[config.mk]
export PLATFORM = sky130hd
export DESIGN_NAME = uart_cmd_decoder
export DESIGN_NICKNAME = d
export VERILOG_FILES = /design/src/rtl/uart_cmd_decoder.sv
export SDC_FILE = /design/constraint.sdc
export NUM_CORES = 1
export LEC_CHECK = 0
export CAP_MARGIN = 20
export CORE_MARGIN = 3
export CORE_UTILIZATION = 40
export CTS_CLUSTER_SIZE = 28
export DETAILED_ROUTE_END_ITERATION = 10
export GPL_ROUTABILITY_DRIVEN = 0
export PLACE_DENSITY = 0.74
export SETUP_SLACK_MARGIN = 0.02
export SYNTH_ARGS = -nofsm -noshare
export SYNTH_HDL_FRONTEND = slang
export SYNTH_SLANG_ARGS = --single-unit
[constraint.sdc]
create_clock -name clk_100MHz -period 5.47 [get_ports clk_100MHz]
set_clock_uncertainty 0.15 [all_clocks]
set_input_delay 1.094 -clock clk_100MHz [delete_from_list [all_inputs] [get_ports clk_100MHz]]
set_output_delay 1.094 -clock clk_100MHz [all_outputs]
set_load 0.1 [all_outputs]
[src/rtl/uart_cmd_decoder.sv]
// Host-to-board command decoder: frames A5/CMD/DATA/CHK packets from the UART RX FIFO,
// applies LED / 7-seg updates and answers each packet with an ACK or NAK byte.
module uart_cmd_decoder #(
    parameter int unsigned TIMEOUT_CYCLES = 1_000_000
) (
    input  logic        clk_100MHz,
    input  logic        reset_n,
    input  logic        rx_empty,
    input  logic [7:0]  read_data,
    output logic        read_uart,
    input  logic        tx_full,
    output logic        write_uart,
    output logic [7:0]  write_data,
    output logic [7:0]  led,
    output logic [15:0] digit,
    output logic        cmd_valid,
    output logic [7:0]  err_count
);

    localparam int unsigned    TW       = (TIMEOUT_CYCLES > 2) ? $clog2(TIMEOUT_CYCLES) : 1;
    localparam logic [TW-1:0]  TMO_LAST = TW'(TIMEOUT_CYCLES - 2);

    localparam logic [7:0] SYNC_BYTE = 8'hA5;
    localparam logic [7:0] ACK_BYTE  = 8'h06;
    localparam logic [7:0] NAK_BYTE  = 8'h15;

    typedef enum logic [2:0] {
        IDLE,
        GET_CMD,
        GET_DATA,
        GET_CHK,
        EXEC,
        RESP
    } state_t;

    state_t          r_state;
    state_t          w_next;
    logic [7:0]      r_cmd;
    logic [7:0]      r_data;
    logic [7:0]      r_led;
    logic [15:0]     r_digit;
    logic [7:0]      r_err;
    logic [7:0]      r_wdata;
    logic            r_cmd_valid;
    logic [TW-1:0]   r_tmo;

    logic            w_in_get;
    logic            w_pop;
    logic            w_tmo_hit;
    logic            w_known;
    logic            w_chk_ok;
    logic            w_err_inc;

    assign w_in_get  = (r_state == GET_CMD) || (r_state == GET_DATA) || (r_state == GET_CHK);
    assign w_pop     = read_uart;
    assign w_tmo_hit = w_in_get && rx_empty && (r_tmo == TMO_LAST);
    assign w_known   = (r_cmd == 8'h01) || (r_cmd[7:2] == 6'b000100) || (r_cmd == 8'h20);
    assign w_chk_ok  = (read_data == (r_cmd ^ r_data));
    assign w_err_inc = w_tmo_hit || ((r_state == EXEC) && !r_cmd_valid);

    // State register
    always_ff @(posedge clk_100MHz or negedge reset_n) begin
        if (!reset_n) begin
            r_state <= IDLE;
        end else begin
            r_state <= w_next;
        end
    end

    // Next-state logic
    always_comb begin
        w_next = r_state;
        case (r_state)
            IDLE: begin
                if (w_pop && (read_data == SYNC_BYTE)) begin
                    w_next = GET_CMD;
                end
            end
            GET_CMD: begin
                if (w_pop) begin
                    w_next = GET_DATA;
                end else if (w_tmo_hit) begin
                    w_next = IDLE;
                end
            end
            GET_DATA: begin
                if (w_pop) begin
                    w_next = GET_CHK;
                end else if (w_tmo_hit) begin
                    w_next = IDLE;
                end
            end
            GET_CHK: begin
                if (w_pop) begin
                    w_next = EXEC;
                end else if (w_tmo_hit) begin
                    w_next = IDLE;
                end
            end
            EXEC: begin
                w_next = RESP;
            end
            RESP: begin
                if (!tx_full) begin
                    w_next = IDLE;
                end
            end
            default: begin
                w_next = IDLE;
            end
        endcase
    end

    // FIFO strobes
    always_comb begin
        read_uart  = 1'b0;
        write_uart = 1'b0;
        case (r_state)
            IDLE, GET_CMD, GET_DATA, GET_CHK: read_uart  = !rx_empty;
            RESP:                             write_uart = !tx_full;
            default: begin
                read_uart  = 1'b0;
                write_uart = 1'b0;
            end
        endcase
    end

    always_ff @(posedge clk_100MHz or negedge reset_n) begin
        if (!reset_n) begin
            r_tmo <= '0;
        end else if (w_pop || !w_in_get) begin
            r_tmo <= '0;
        end else begin
            r_tmo <= r_tmo + 1'b1;
        end
    end

    // The verdict is taken as CHK is popped so cmd_valid is already high during EXEC.
    always_ff @(posedge clk_100MHz or negedge reset_n) begin
        if (!reset_n) begin
            r_cmd       <= '0;
            r_data      <= '0;
            r_cmd_valid <= 1'b0;
        end else begin
            if (w_pop && (r_state == GET_CMD)) begin
                r_cmd <= read_data;
            end
            if (w_pop && (r_state == GET_DATA)) begin
                r_data <= read_data;
            end
            r_cmd_valid <= w_pop && (r_state == GET_CHK) && w_chk_ok && w_known;
        end
    end

    always_ff @(posedge clk_100MHz or negedge reset_n) begin
        if (!reset_n) begin
            r_led   <= '0;
            r_digit <= '0;
            r_wdata <= '0;
        end else if (r_state == EXEC) begin
            r_wdata <= r_cmd_valid ? ACK_BYTE : NAK_BYTE;
            if (r_cmd_valid) begin
                case (r_cmd)
                    8'h01: r_led <= r_data;
                    8'h10: r_digit[3:0]   <= r_data[3:0];
                    8'h11: r_digit[7:4]   <= r_data[3:0];
                    8'h12: r_digit[11:8]  <= r_data[3:0];
                    8'h13: r_digit[15:12] <= r_data[3:0];
                    8'h20: begin
                        r_led   <= '0;
                        r_digit <= '0;
                    end
                    default: begin
                        r_led   <= r_led;
                        r_digit <= r_digit;
                    end
                endcase
            end
        end
    end

    always_ff @(posedge clk_100MHz or negedge reset_n) begin
        if (!reset_n) begin
            r_err <= '0;
        end else if (w_err_inc && (r_err != 8'hFF)) begin
            r_err <= r_err + 8'd1;
        end
    end

    assign write_data = r_wdata;
    assign led        = r_led;
    assign digit      = r_digit;
    assign cmd_valid  = r_cmd_valid;
    assign err_count  = r_err;

endmodule

==> summary.txt <==
Synth
  – Asr flop ratio synth: 100%
  – Dominant synthesized flop cell: dfrtp_1
  – Most frequent cells after synthesis: dfrtp_1 (75), mux2_2 (34), nor2_1 (24), nand2_1 (23), xor2_1 (21)
  – Sequential share of the synthesized area: 51.3%
  – Post-Synthesis Cells: 321
  – Largest family of logic cells by synthesized area: simple AND/OR/NAND/NOR gates
  – Synth Area in XOR/XNOR: 9.34%
  – Multiplexer share of the synthesized area: 12.1%
  – Synthesis Warnings: 0
  – Avg Synthesized Cell Area: 11.4 um^2
  – Synth area leader: dfrtp_1
  – Synth top area cells: dfrtp_1 (51%), mux2_2 (10%), xor2_1 (5.0%)
  – Compound-Gate Fraction of Synth Area: 4.24%
  – Synth Area in Adders: 1.03%
  – Simple-Gate Fraction of Synth Area: 18.9%
  – Yosys top cell area share: 51.3%
  – Unique masters post-synth: 46
  – #FFs+latches synth: 75
  – EDFF count, synth: 0
  – Count leader, synth: dfrtp_1
  – Post-synthesis cell area: 0.00366 mm^2

Clock tree
  – Clock Sinks: 75
  – CTS H-Tree Depth: 3
  – CTS resizes: 0
  – Post-CTS Setup Inserts: 0
  – Clock Tree Buf Depth: 2
  – Worst-skew pair later-pin latency: 0.35 ns
  – Clk root buf: clkbuf_8
  – Post-CTS Hold Buffers: 0
  – CTS tree: done
  – CTS buffer count: 9
  – Worst-path clk slew: 0.07 ns

Finish
  – Register Area: 0.00188 mm^2
  – Fillers: 781
  – Layout cells sized above 1: 17.7%
  – ANT cells: 0
  – Final #Nets: 383
  – Layout area overhead: 20.8%
  – Multi-input gate area in the final layout: 0.00168 mm^2

Drt
  – 1st-iter DRT viols: 72
  – Antenna-violating nets left: 0
  – Pre-antenna DRT Iters: 4
  – DRC: 0
  – Vias per cell: 5.23
  – Final WL: 7260 um
  – Total number of vias: 2508
  – WL per Instance: 15.1 um

Floorplanning
  – Die Wd: 102 um
  – Die H: 102 um
  – Die area: 0.0103 mm^2
  – Initial core utilization: 41.5%
  – IO Pins: 55
  – Core area: 0.00881 mm^2
  – Std-Cell Rows: 34

GRT
  – Global-route wire length before repair: 12500 um
  – Remaining Overflow, GRT: 0
  – Initial antenna violation count: 0
  – Gr usage total: 15.4%
  – Largest net degree at the start of global routing: 46
  – Vias in the first global route: 2628

Power
  – VDD IR-drop max: 0.226 mV
  – Pwr per Cell Area: 451 mW/mm^2
  – Internal power: 1.19 mW
  – Pleak: 1.88 nW
  – Switching share of total power: 40.3%
  – Logic pwr share: 36.2%
  – Flop pwr share: 40.4%
  – P_sw: 0.802 mW
  – Power share of the clock group: 23.4%
  – Final Power: 1.99 mW

STA
  – Tmin final: 3.44 ns
  – RSZ-0062 raised after global routing: false
  – Setup TNS: 0 ns
  – Worst rel slew slack: 34.4%
  – Fmax: 291 MHz
  – Slew Limit Fails: 0
  – Setup Viol. Count Final: 0
  – Endpoints failing hold: 0
  – Worst slew pin tran: 0.981 ns
  – Final period util: 62.8%

Critical path
  – Critical setup path kind: input port to output port
  – Crit-path cells: clkdlybuf4s50_1 > nand2b_1 > nor3b_1 > buf_4
  – Crit end category: output port
  – CP max stage delay: 0.41 ns
  – Startpoint types: input port
  – Slowest cell on the critical path: clkdlybuf4s50_1
  – Critical Path AT: 2.19 ns
  – Critical Path RT: 4.23 ns
  – CP Max Fanout: 2

Placed design
  – Post-DP HPWL: 5350 um
  – I/O Buffers: 50

Worst hold path
  – HP Class: register to register

Run status
  – Status: complete, no violations

Job
  – Max_cap viols: 0
==> power by group through the flow <==
| stage | clock [mW] | sequential (mW) | combinational, mW |
|---|---|---|---|
| finish | 0.465 | 0.804 | 0.721 |
| global placement | 0 | 0.805 | 0.712 |
| floorplan | 0 | 0.907 | 0.473 |
| global route | 0.499 | 0.825 | 0.780 |
| detailed placement | 0 | 0.813 | 0.727 |
| CTS | 0.477 | 0.804 | 0.730 |
==> registers in the layout (all words and copies together), names as in the netlist <==
register / count
cmd_valid: 1
digit: 16
err_count: 8
led: 8
r_cmd: 8
r_data: 8
r_state: 3
r_tmo: 20
write_data: 3
==> area by class of cell <==
| type | instances | area share [%] |
|---|---|---|
| Clock buffer | 10 | 3.12 |
| Clock inverter | 5 | 1.76 |
| Sequential cell | 75 | 42.5 |
| Inverter | 2 | 0.170 |
| Multi-Input combinational cell | 229 | 38.1 |
| Tap cell | 108 | 3.06 |
| Timing Repair Buffer | 51 | 11.3 |
==> stage by stage <==
| step | cell area [um^2] | hold slack [ns] | util [%] | setup WS (ns) | instances |
|---|---|---|---|---|---|
| floorplan | 3670 | 0.297 | - | 0.765 | 324 |
| global placement | 4200 | 0.303 | 47.7 | 2.06 | 465 |
| detailed placement | 4200 | 0.311 | 47.7 | 2.03 | 465 |
| CTS | 4420 | 0.328 | 50.1 | 2.03 | 480 |
| global route | 4420 | 0.351 | 50.1 | 1.93 | 480 |
| finish | 4420 | 0.325 | 50.1 | 2.03 | 480 |
==> per-layer routing <==
layer	track usage, %	vias up	part of all wire [%]
li1	-	1208	-
met3	2.27	13	3.1
met1	20.3	1240	44
met5	0	-	0
met4	7.67	0	2.5
met2	24.6	47	50
==> cell families after synthesis <==
family                     count (synthesis)
and+or+nand+nor                          119
AOI/OAI and AO/OA                         26
buffers and inverters                     20
other                                      1
DFF                                       75
adders and majority gates                  3
muxes                                     38
xor gates and xnor gates                  39
==> worst paths after layout <==
| kind | cells past startpoint | start | end | slack [ns] |
|---|---|---|---|---|
| max | 4 | tx_full | write_uart | 2.03 |
| max in group asynchronous | 2 | reset_n | r_tmo[12] | 3.51 |
| min | 1 | write_data[2] | write_data[2] | 0.32 |
| min reg2reg | 1 | write_data[2] | write_data[2] | 0.32 |
| max reg2reg | 4 | r_cmd[3] | digit[7] | 3.16 |
| min in group asynchronous | 1 | reset_n | digit[0] | 0.63 |
==> worst max-delay path: cells and delay by family <==
kind / cells / cell delay (ns)
buffers and inverters: 2 / 0.73
AND/OR/NAND/NOR: 2 / 0.36
==> layout by cell type (no fill, tap or decap), types with 8 or more instances in the layout <==
master	instances
nand2_1	23
clkdlybuf4s50_1	47
o21ai_0	8
clkbuf_8	10
nor2_1	24
a21oi_1	8
xor2_1	21
dfrtp_1	75
xnor2_1	18
mux2_2	34
nand4_1	10
Power figures use the tool's default switching activity.
==> RTL change 1, RTL diff (same flow settings) <==
Encoding of `state_t`: now Gray code (3 bits for 6 states).
--- a/src/rtl/uart_cmd_decoder.sv
+++ b/src/rtl/uart_cmd_decoder.sv
@@ -27,8 +27,8 @@
     typedef enum logic [2:0] {
-        IDLE,
-        GET_CMD,
-        GET_DATA,
-        GET_CHK,
-        EXEC,
-        RESP
+        IDLE     = 3'b000,
+        GET_CMD  = 3'b001,
+        GET_DATA = 3'b011,
+        GET_CHK  = 3'b010,
+        EXEC     = 3'b110,
+        RESP     = 3'b111
     } state_t;
Formal check against the unedited RTL: no difference found for any inputs over 10 cycles, from zero or initial values and one cycle with reset_n low; not proved beyond that.
==> RTL change 1 against the unedited design <==
- sequential cell count did not move
- routed wire length barely moved
- global-route usage rose by 0.42 points
- final area fell by 1.6%
- area after synthesis fell by 2.2%
- sequential power fell by 1%
- setup slack got worse by 0.59 ns
- total power fell by 6.0%
==> RTL change 1: results (changes against the unedited design) <==
wire_per_inst_um: 15.29  # was 15.13 µm
insertion_delay_ns: 0.35  # about the same
crit_arrival_ns: 2.79  # was 2.19 ns
fill_cells: 713  # was 781
hp-class: "flop to flop"  # unchanged
largest_register_ffs: 20  # unchanged
status: "complete, no violations"  # unchanged
place_area_um2: 4155  # was 4200 µm²
detail_route.first_pass.iterations: 4  # unchanged
path_max_fanout: 3  # was 2
dp_cells: 460  # was 465
r2r_cells: 5  # was 4
r2r_setup_slack_ns: 3.12  # was 3.16 ns
async_reset_ff_share_pct: 100.0  # unchanged
synth.area.top_cells: "dfrtp_1 (52%), mux2_2 (12%), xor2_1 (6.4%), xnor2_1 (3.9%), nor2_1 (3.1%)"  # was dfrtp_1 (51%), mux2_2 (10%), xor2_1 (5.0%), xnor2_1 (4.3%), nor2_1 (2.5%)
synth_common_cells: "dfrtp_1 (75), mux2_2 (38), nor2_1 (30)"  # was dfrtp_1 (75), mux2_2 (34), nor2_1 (24)
layout-drive-gt1-share_pct: 17.84  # was 17.74%
hpwl_um: 5422  # was 5348 µm
cts_buffer_depth: 2  # unchanged
synthCells: 313  # was 321
yosysUniqueCellTypes: 42  # was 46
vdd_drop_max_mv: 0.2403  # was 0.2265 mV
vias: 2492  # was 2508
p_leak_nw: 1.871  # was 1.875 nW
numCtsBuffers: 9  # unchanged
yosysSeqAreaShare_pct: 52.48  # was 51.33%
rr_startpoint: "r_state[1]"  # was r_cmd[3]
cts_setup_buffers: 0  # unchanged
worstMarginPinSlew_ns: 1.018  # was 0.9812 ns
dr.first_iter.drc_count: 139  # was 72
nets: 381  # was 383
grt_usage_pct: 15.78  # was 15.36%
grt_max_degree: 43  # was 46
grt_pass1_wl_um: 12430  # was 12540 µm
slowest_delay_ns: 1.14  # was 0.41 ns
totalWireLength_um: 7261  # was 7262 µm
antenna_cells: 0  # unchanged
RTL change 1: worst reg2reg max path, stage by stage, from the launching register on:
cell,delay (ns)
dfrtp_1,0.58
nand4b_1,0.34
nor4_1,0.37
nand2_1,0.13
nor2_1,0.30
mux2_2,0.38
RTL change 1: routing by layer:
layer | vias up | track usage (%) | wire, µm
met4 | 0 | 4.352 | 92
met2 | 51 | 22.94 | 3377
met1 | 1246 | 23.01 | 3449
li1 | 1189 | - | -
met3 | 6 | 4.567 | 342
met5 | - | 0 | 0
RTL change 1: logic make-up (layout without fill, tap and decap cells):
logic type | count (synthesis) | in the layout | synth area share, %
flip-flops | 75 | 75 | 52.48
multiplexers | 38 | 38 | 11.97
adder cells (fa/ha/maj) | 3 | 3 | 1.050
AO/OA/AOI/OAI | 19 | 19 | 3.639
buffers and inverters | 16 | 70 | 2.309
XOR/XNOR | 42 | 42 | 10.29
other | 1 | 4 | 0.1049
AND/OR/NAND/NOR | 119 | 119 | 18.16
RTL change 1: layout make-up:
| class | count | area share [%] |
|---|---|---|
| Inverter | 3 | 0.2592 |
| Timing Repair Buffer | 52 | 11.69 |
| Clock buffer | 9 | 2.851 |
| Multi-Input combinational cell | 225 | 37.47 |
| Tap cell | 105 | 3.024 |
| Clock inverter | 6 | 1.498 |
| Sequential cell | 75 | 43.20 |
RTL change 1: how the worst max path moves through the flow:
stage          cells after the start  slack, ns     start          to
2_1_floorplan                      1       1.83  rx_empty   read_uart
3_3_place_gp                       3       1.44   tx_full  write_uart
3_5_place_dp                       3       1.43   tx_full  write_uart
4_1_cts                            3       1.42   tx_full  write_uart
5_1_grt                            3       1.36   tx_full  write_uart
6_report                           3       1.44   tx_full  write_uart
RTL change 1: through the flow:
| step | hold slack [ns] | util (%) | setup slack, ns |
|---|---|---|---|
| floorplan | 0.3249 | - | 1.831 |
| global placement | 0.3253 | 49.09 | 1.442 |
| detailed placement | 0.3177 | 49.09 | 1.426 |
| CTS | 0.3377 | 51.32 | 1.421 |
| global route | 0.3518 | 51.32 | 1.360 |
| finish | 0.3325 | 51.32 | 1.438 |
RTL change 1: where the power goes:
part | leakage (nW) | switching [mW] | internal (mW)
Sequential | 0.995 | 0.140 | 0.652
Clock | 0.0959 | 0.207 | 0.210
Combinational | 0.780 | 0.411 | 0.252
==> RTL change 2, RTL diff (config.mk and constraints unchanged) <==
Without the edit above. `TIMEOUT_CYCLES`: 1_000_000 -> 500_000.
--- a/src/rtl/uart_cmd_decoder.sv
+++ b/src/rtl/uart_cmd_decoder.sv
@@ -3,3 +3,3 @@
 module uart_cmd_decoder #(
-    parameter int unsigned TIMEOUT_CYCLES = 1_000_000
+    parameter int unsigned TIMEOUT_CYCLES = 500_000
 ) (
Behaviour: no difference found for any inputs over 10 cycles, from zero or initial values and one cycle with reset_n low; that may be too few to reach the edited logic, so the function may still have changed.
==> RTL change 2 against the unedited design <==
- clock power is 14% lower
- final area is 2.2% lower
- routed wire length is 0.56% lower
- largest power group unchanged
- global-route usage is 0.42 points higher
- fmax is 0.85% higher
- synthesized cell count is 4.0% lower
- sequential share of layout area is 0.39 points higher
- total power is 13% lower
- setup slack better by 0.029 ns
- area after synthesis is 3.0% lower
- sequential cell count is 1 lower
==> RTL change 2: results (changes against the unedited design) <==
path_max_fanout: 5  # was 2
status: "complete, no violations"  # unchanged
synth_common_cells: "dfrtp_1 (74), mux2_2 (29), xnor2_1 (25)"  # was dfrtp_1 (75), mux2_2 (34), nor2_1 (24)
fill_cells: 753  # was 781
synthMuxAreaShare_pct: 11.44  # was 12.11%
p_leak_nw: 1.849  # was 1.875 nW
slowest_delay_ns: 0.52  # was 0.41 ns
hpwl_um: 5393  # was 5348 µm
grt_max_degree: 40  # was 46
largest_register_ffs: 19  # was 20
grt_pass1_vias: 2554  # was 2628
place_ws_ns: 2.043  # was 2.030 ns
synth.area.top_cells: "dfrtp_1 (52%), mux2_2 (9.2%), xnor2_1 (6.2%), xor2_1 (3.5%), nand2_1 (2.3%)"  # was dfrtp_1 (51%), mux2_2 (10%), xor2_1 (5.0%), xnor2_1 (4.3%), nor2_1 (2.5%)
vias: 2472  # was 2508
grt_pass1_wl_um: 12480  # was 12540 µm
synth_compound_area_share_pct: 3.953  # was 4.244%
layout-drive-gt1-share_pct: 16.03  # was 17.74%
wire_per_inst_um: 15.27  # was 15.13 µm
dr.first_iter.drc_count: 188  # was 72
grt_usage_pct: 15.78  # was 15.36%
synth_xor_area_share_pct: 9.636  # was 9.343%
worstMarginPinSlew_ns: 0.9894  # was 0.9812 ns
yosysUniqueCellTypes: 44  # was 46
place_area_um2: 4130  # was 4200 µm²
synthAdderAreaFrac_pct: 1.059  # was 1.027%
==> RTL change 2: path summary, 6_finish.rpt <==
check	cells past startpoint	to	slack [ns]	from
max	3	read_uart	2.06	rx_empty
max in group asynchronous	2	r_tmo[6]	3.50	reset_n
min	1	write_data[2]	0.33	write_data[2]
min in group asynchronous	1	err_count[5]	0.67	reset_n
min reg2reg	1	write_data[2]	0.33	write_data[2]
max reg2reg	4	led[3]	3.20	r_state[1]
==> RTL change 2: metrics by stage <==
step | hold slack (ns) | power [mW] | instances
2_1_floorplan | 0.3251 | 1.204 | 311
3_3_place_gp | 0.3054 | 1.321 | 457
3_5_place_dp | 0.3040 | 1.342 | 457
4_1_cts | 0.3233 | 1.744 | 473
5_1_grt | 0.3524 | 1.833 | 473
6_report | 0.3253 | 1.731 | 473
==> RTL change 2: area by class of cell <==
class                      instances  area (µm²)  share of cell area, %
clock buffer                      10       137.6                  3.188
clock inverter                     6       48.80                  1.130
inverter                           3       11.26                 0.2609
sequential                        74        1852                  42.90
multi-input combinational        223        1630                  37.77
tap                              105       131.4                  3.043
timing repair buffer              52       505.5                  11.71
==> RTL change 2: report_power, final <==
| group | switching (mW) | total [mW] | internal (mW) | leakage, nW |
|---|---|---|---|---|
| logic | 0.336 | 0.561 | 0.224 | 0.774 |
| registers | 0.137 | 0.770 | 0.633 | 0.990 |
| clock network | 0.218 | 0.400 | 0.182 | 0.0859 |
| total | 0.692 | 1.73 | 1.04 | 1.85 |
==> RTL change 2: per-layer routing <==
metal | routed length (µm) | track usage (%) | up-vias
li1 | - | - | 1192
met1 | 3478 | 22.34 | 1217
met2 | 3323 | 23.65 | 49
met3 | 257 | 2.571 | 14
met4 | 161 | 7.565 | 0
met5 | 0 | 0 | -
